`src/rtl/pacman_pkg.sv`:
```
// ============================================================================
// pacman_pkg : shared game-state encoding and position widths
// Rev 1.0    : initial release
// ============================================================================
`default_nettype none

package pacman_pkg;
  localparam int X_W = 10;
  localparam int Y_W = 9;

  typedef enum logic [1:0] {
    GS_PLAY    = 2'd0,
    GS_CAUGHT  = 2'd1,
    GS_RESPAWN = 2'd2,
    GS_OVER    = 2'd3
  } game_state_t;

  localparam logic [1:0] ST_PLAY    = GS_PLAY;
  localparam logic [1:0] ST_CAUGHT  = GS_CAUGHT;
  localparam logic [1:0] ST_RESPAWN = GS_RESPAWN;
  localparam logic [1:0] ST_OVER    = GS_OVER;
endpackage

`default_nettype wire

```
`src/rtl/sprite_overlap.sv`:
```
// ============================================================================
// sprite_overlap : combinational box compare, |dx| < W and |dy| < H
// Rev 1.0        : initial release
// ============================================================================
`default_nettype none

module sprite_overlap
  import pacman_pkg::*;
#(
  parameter int W = 16,
  parameter int H = 16
) (
  input  logic [X_W-1:0] ax,
  input  logic [Y_W-1:0] ay,
  input  logic [X_W-1:0] bx,
  input  logic [Y_W-1:0] by,
  output logic           overlap
);
  localparam logic [X_W:0] W_LIM = W[X_W:0];
  localparam logic [Y_W:0] H_LIM = H[Y_W:0];

  logic signed [X_W:0] dx_s;
  logic signed [Y_W:0] dy_s;
  logic        [X_W:0] dx_abs;
  logic        [Y_W:0] dy_abs;

  // One extra bit keeps the difference exact, so the edges never wrap.
  assign dx_s   = $signed({1'b0, ax}) - $signed({1'b0, bx});
  assign dy_s   = $signed({1'b0, ay}) - $signed({1'b0, by});
  assign dx_abs = dx_s[X_W] ? $unsigned(-dx_s) : $unsigned(dx_s);
  assign dy_abs = dy_s[Y_W] ? $unsigned(-dy_s) : $unsigned(dy_s);

  assign overlap = (dx_abs < W_LIM) && (dy_abs < H_LIM);
endmodule

`default_nettype wire

```
`src/rtl/ghost_catch_monitor.sv`:
```
// ============================================================================
// ghost_catch_monitor : catch confirmation plus life/respawn state machine
// Rev 1.0             : initial release
// ============================================================================
`default_nettype none

module ghost_catch_monitor
  import pacman_pkg::*;
#(
  parameter int SPRITE_W     = 16,
  parameter int SPRITE_H     = 16,
  parameter int LIVES        = 3,
  parameter int HIT_CONFIRM  = 2,
  parameter int FREEZE_TICKS = 64
) (
  input  logic           clk,
  input  logic           rst,
  input  logic           tick,
  input  logic [X_W-1:0] pac_x,
  input  logic [Y_W-1:0] pac_y,
  input  logic [X_W-1:0] ghost_x,
  input  logic [Y_W-1:0] ghost_y,
  input  logic           start,
  output logic           freeze,
  output logic           respawn,
  output logic           hit,
  output logic [1:0]     lives,
  output logic           game_over,
  output logic [1:0]     state
);
  localparam int               CNT_W        = $clog2(HIT_CONFIRM + 1);
  localparam logic [CNT_W-1:0] CONFIRM_LAST = CNT_W'(HIT_CONFIRM - 1);
  localparam logic [1:0]       LIVES_INIT   = 2'(LIVES);
  localparam logic [7:0]       TIMER_INIT   = 8'(FREEZE_TICKS);

  logic             overlap;
  logic [CNT_W-1:0] confirm_cnt;
  logic [7:0]       freeze_timer;

  sprite_overlap #(
    .W (SPRITE_W),
    .H (SPRITE_H)
  ) u_overlap (
    .ax      (pac_x),
    .ay      (pac_y),
    .bx      (ghost_x),
    .by      (ghost_y),
    .overlap (overlap)
  );

  always_ff @(posedge clk or posedge rst) begin
    if (rst) begin
      state        <= ST_PLAY;
      lives        <= LIVES_INIT;
      freeze       <= 1'b0;
      respawn      <= 1'b0;
      hit          <= 1'b0;
      game_over    <= 1'b0;
      confirm_cnt  <= '0;
      freeze_timer <= '0;
    end else begin
      hit     <= 1'b0;
      respawn <= 1'b0;
      case (state)
        ST_PLAY: begin
          if (tick) begin
            if (!overlap) begin
              confirm_cnt <= '0;
            end else if (confirm_cnt == CONFIRM_LAST) begin
              hit          <= 1'b1;
              freeze       <= 1'b1;
              freeze_timer <= TIMER_INIT;
              state        <= ST_CAUGHT;
              confirm_cnt  <= '0;
              if (lives != 2'd0) lives <= lives - 2'd1;
            end else begin
              confirm_cnt <= confirm_cnt + 1'b1;
            end
          end
        end
        ST_CAUGHT: begin
          if (tick) begin
            if (freeze_timer == 8'd1) begin
              freeze_timer <= '0;
              // Lives already reflect this catch, so zero here means the last life is gone.
              if (lives == 2'd0) begin
                state     <= ST_OVER;
                game_over <= 1'b1;
              end else begin
                state   <= ST_RESPAWN;
                respawn <= 1'b1;
              end
            end else begin
              freeze_timer <= freeze_timer - 8'd1;
            end
          end
        end
        ST_RESPAWN: begin
          state  <= ST_PLAY;
          freeze <= 1'b0;
        end
        ST_OVER: begin
          if (start) begin
            lives     <= LIVES_INIT;
            state     <= ST_RESPAWN;
            game_over <= 1'b0;
            respawn   <= 1'b1;
          end
        end
        default: state <= ST_PLAY;
      endcase
    end
  end
endmodule

`default_nettype wire
```
`config.mk`:
```
export PLATFORM = sky130hd
export DESIGN_NAME = ghost_catch_monitor
export DESIGN_NICKNAME = d
export VERILOG_FILES = /design/src/rtl/pacman_pkg.sv /design/src/rtl/sprite_overlap.sv /design/src/rtl/ghost_catch_monitor.sv
export SDC_FILE = /design/constraint.sdc
export NUM_CORES = 1
export LEC_CHECK = 0
export CAP_MARGIN = 20
export CORE_MARGIN = 3
export CORE_UTILIZATION = 38
export CTS_CLUSTER_SIZE = 12
export DETAILED_ROUTE_END_ITERATION = 16
export GPL_TIMING_DRIVEN = 0
export HOLD_SLACK_MARGIN = 0.08
export SYNTH_ARGS = -nofsm -noshare
export SYNTH_HDL_FRONTEND = slang
export SYNTH_HIERARCHICAL = 1
export SYNTH_SLANG_ARGS = --single-unit
```
`constraint.sdc`:
```
create_clock -name clk -period 2 [get_ports clk]
set_input_delay 0.4 -clock clk [delete_from_list [all_inputs] [get_ports clk]]
set_output_delay 0.4 -clock clk [all_outputs]
set_load 0.05 [all_outputs]
```
==> summary.md <==
| Metric | Value |
|---|---|
| Commonest non-fill, non-tap cell in the layout | clkdlybuf4s50_1 |
| Max Slew Vio Count | 0 |
| Final setup margin | -1532 ps |
| Critical path's slowest cell | fa_2 |
| CP Launch Type | input port |
| Hold/Removal Path Class | reg2reg |
| Clock Path Buffers | 2 |
| DP Wirelength | around 4.0 mm |
| Seq/Total Area, Yosys | around a fifth |
| Via count | 2135 |
| Reg power frac | 27.3% |
| Initial antenna violation count | 0 |
| Share of layout cells above drive strength 1 | a little over 30% |
| CP required | 2170 ps |
| Rel. slew slack | between 50 and 60% |
| Result of the run | finished with violations |
| Crit-path cells | buf_8 > inv_12 > ha_4 > inv_2 > fa_2 > a21o_1 > a21oi_2 > mux2i_1 > o2111ai_2 > a211oi_2 > o22ai_2 > a2111oi_4 > and3b_1 > buf_6 > a211oi_4 > or3_1 > o311ai_2 |
| Arrival time worst endpoint | roughly 3700 ps |
| # IOs | 50 |
| Final Util | 63.46% |
| Detailed-route vias per instance | roughly 5.2 |
| P_leak | ~1.5 nW |
| Comb pwr share | roughly 50% |
| Worst-Skew Late Latency | approximately 260 ps |
| Clk pin slew, worst setup/hold paths | roughly 70 ps |
| Count of state elements after synthesis | 18 |
| Port Buf Inserts | 49 |
| Grt ovf | 0 |
| Synth Flop Type | dfrtp_1 |
| Crit-path max FO | 4 |
| Core Area | roughly 0.0053 sq mm |
| Die area | approximately 0.0065 sq mm |
| Die height | ~81 microns |
| DR pass1 iterations | 4 |
| Vias in the first global route | roughly 2100 |
| CTS Buf Count | 3 |
| Setup Skew | ~4.5 ps |
| Fraction of registers with async set or reset after synthesis | 100.0% |
| Final Critical Period | around 3500 ps |
| RSZ-0062 raised after global routing | true |
| Final nets | slightly above 400 |
| CTS Hold Buffers Added | 0 |
| Clk sink count | 18 |
| Avg WL per Cell | 14.10 microns |
| Setup CP Type | in2reg |
| WP buf/inv | 4 |
| Area growth, synth to finish | 56.77% |
| Post-synth EDFFs | 0 |
| Routability Congestion | 0.8217 |
| Inst Count DP | 381 |
| YS warnings | 6 |
| Period utilisation layout | 176.6% |
| CP peak stage delay | a little over 400 ps |
| Mapped Area | around 0.0021 sq mm |
| Worst-Margin Slew | between 600 and 700 ps |
| Mapped Nets | 328 |
| Sw Share | between 30% and 40% |
| CTS tree | yes |
| Die W | just over 80 microns |
| Post-route insts no fill | a little over 400 |
| CP endpoint kind | flip-flop |
| Cell family with most CP delay | compound AO/OA/AOI/OAI gates |
| Max Cap Viol | 0 |
| # DRC | 0 |
| Fmax | around 280 MHz |
| Syn_area_per_cell | 8.142 sq um |
| P_sw | roughly 0.45 mW |
| Pwr dens | 400.1 mW/mm^2 |
| Number of diodes | 0 |
| DR iter-0 viols | 90 |
| Failing checks | setup timing |
| First-pass GRT wire length | between 9 and 10 mm |
| P_int | ~0.89 mW |
| Syn Inst Count | 262 |
| Clock share of power | between 20% and 30% |
| Row count | 26 |
| CTS H-tree depth | 1 |
| Clk root buf | clkbuf_8 |
| Drt total wl | ~5.8 mm |
| Commonest cells after routing, fill and taps aside | 25 x clkdlybuf4s50_1, 23 x buf_4, 20 x inv_1 |
| Final setup vio count | 15 |
| DRT antenna net count | 0 |
| Worst IR Drop VDD | 352.6 uV |
| All-Layer GR Usage | 17.50% |
| Pin count of the biggest net entering global routing | 19 |
| Final hold vios | 0 |
| Post-synthesis cell type count | 62 |
| Initial Utilization | about two fifths |
==> power groups by stage <==
stage	registers, mW	clock network, mW	logic [mW]
after CTS	0.365	0.315	0.574
after floorplan	0.372	0	0.343
after global placement	0.372	0	0.493
after global routing	0.365	0.329	0.734
final	0.365	0.303	0.670
after detailed placement	0.372	0	0.498
==> sequential cells by signal, indices dropped and copies added (netlist names) <==
name,count
confirm_cnt,2
freeze,1
freeze_timer,8
game_over,1
hit,1
lives,2
respawn,1
state,2
==> cell usage after synthesis (6+ instances only) <==
cell	number	area (sq um)
xor2_1	9	78.83
a31oi_1	6	37.54
nor2_1	15	56.30
nor3_1	7	35.03
ha_1	22	275.3
a21o_1	7	52.55
o21ai_0	15	75.07
dfrtp_1	16	400.4
inv_1	32	120.1
nand3_1	8	40.04
clkbuf_1	6	22.52
a21oi_1	11	55.05
nand2_1	12	45.04
nor2b_1	10	62.56
o21a_1	6	45.04
==> cells by family (layout without fill, tap and decap cells) <==
logic type | Yosys count | in the layout | synth area share (%)
muxes | 4 | 4 | 1.994
xor gates and xnor gates | 14 | 14 | 5.748
adders and majority gates | 24 | 24 | 14.78
buffers and inverters | 40 | 116 | 7.156
DFF | 18 | 18 | 21.23
and+or+nand+nor | 83 | 83 | 22.41
AOI/OAI and AO/OA | 79 | 79 | 26.69
==> worst reg2reg max path, cell delays in order, from the launching register on <==
cell and delay, ps:
dfrtp_1 470, clkbuf_1 470, buf_2 340, nand2_1 110, o21ai_0 220, o21ai_2 80
==> worst paths after layout <==
check,start,to,slack (ps),depth (start not counted)
max,pac_x[0],lives[0],-1530,17
min,confirm_cnt[1],confirm_cnt[1],500,1
max reg2reg,state[0],freeze_timer[6],210,5
min reg2reg,confirm_cnt[1],confirm_cnt[1],500,1
max in group asynchronous,rst,state[0],1010,2
min in group asynchronous,rst,confirm_cnt[1],540,2
==> cell type report <==
type                       count  area [sq um]
buffer                         5         37.54
clock buffer                   4         55.05
fill                         476          1926
inverter                      32         135.1
multi-input combinational    204          1869
sequential                    18         452.9
tap                           70         87.58
timing repair buffer          75         706.9
==> stage by stage <==
| stage | setup TNS [ps] | area, sq um | hold WS, ps | worst slack (ps) | power, mW |
|---|---|---|---|---|---|
| after floorplan | -15440 | 2238 | 337.1 | -1412 | 0.7152 |
| after global placement | -29350 | 2816 | 480.9 | -2319 | 0.8650 |
| after detailed placement | -29920 | 2816 | 483.8 | -2356 | 0.8694 |
| after CTS | -18300 | 3127 | 501.3 | -1486 | 1.253 |
| after global routing | -21490 | 3344 | 517.3 | -1722 | 1.428 |
| final | -18920 | 3344 | 495.5 | -1532 | 1.338 |
==> repair_timing <==
item / 4_1_cts / 5_1_grt
setup buffers: 16 / 12
setup endpoints to repair: 17 / 17
pin swaps: 30 / 23
gates resized for setup: 61 / 40
hold endpoints to repair: 0 / 0
==> routing by layer <==
| metal | track usage [%] | up-vias | wire length [microns] |
|---|---|---|---|
| li1 | - | 1102 | - |
| met1 | 23.24 | 986 | 2621 |
| met2 | 30.71 | 43 | 2865 |
| met3 | 1.774 | 4 | 236 |
| met4 | 3.547 | 0 | 29 |
| met5 | 0 | - | 0 |
(Power assumes the default switching activity.)
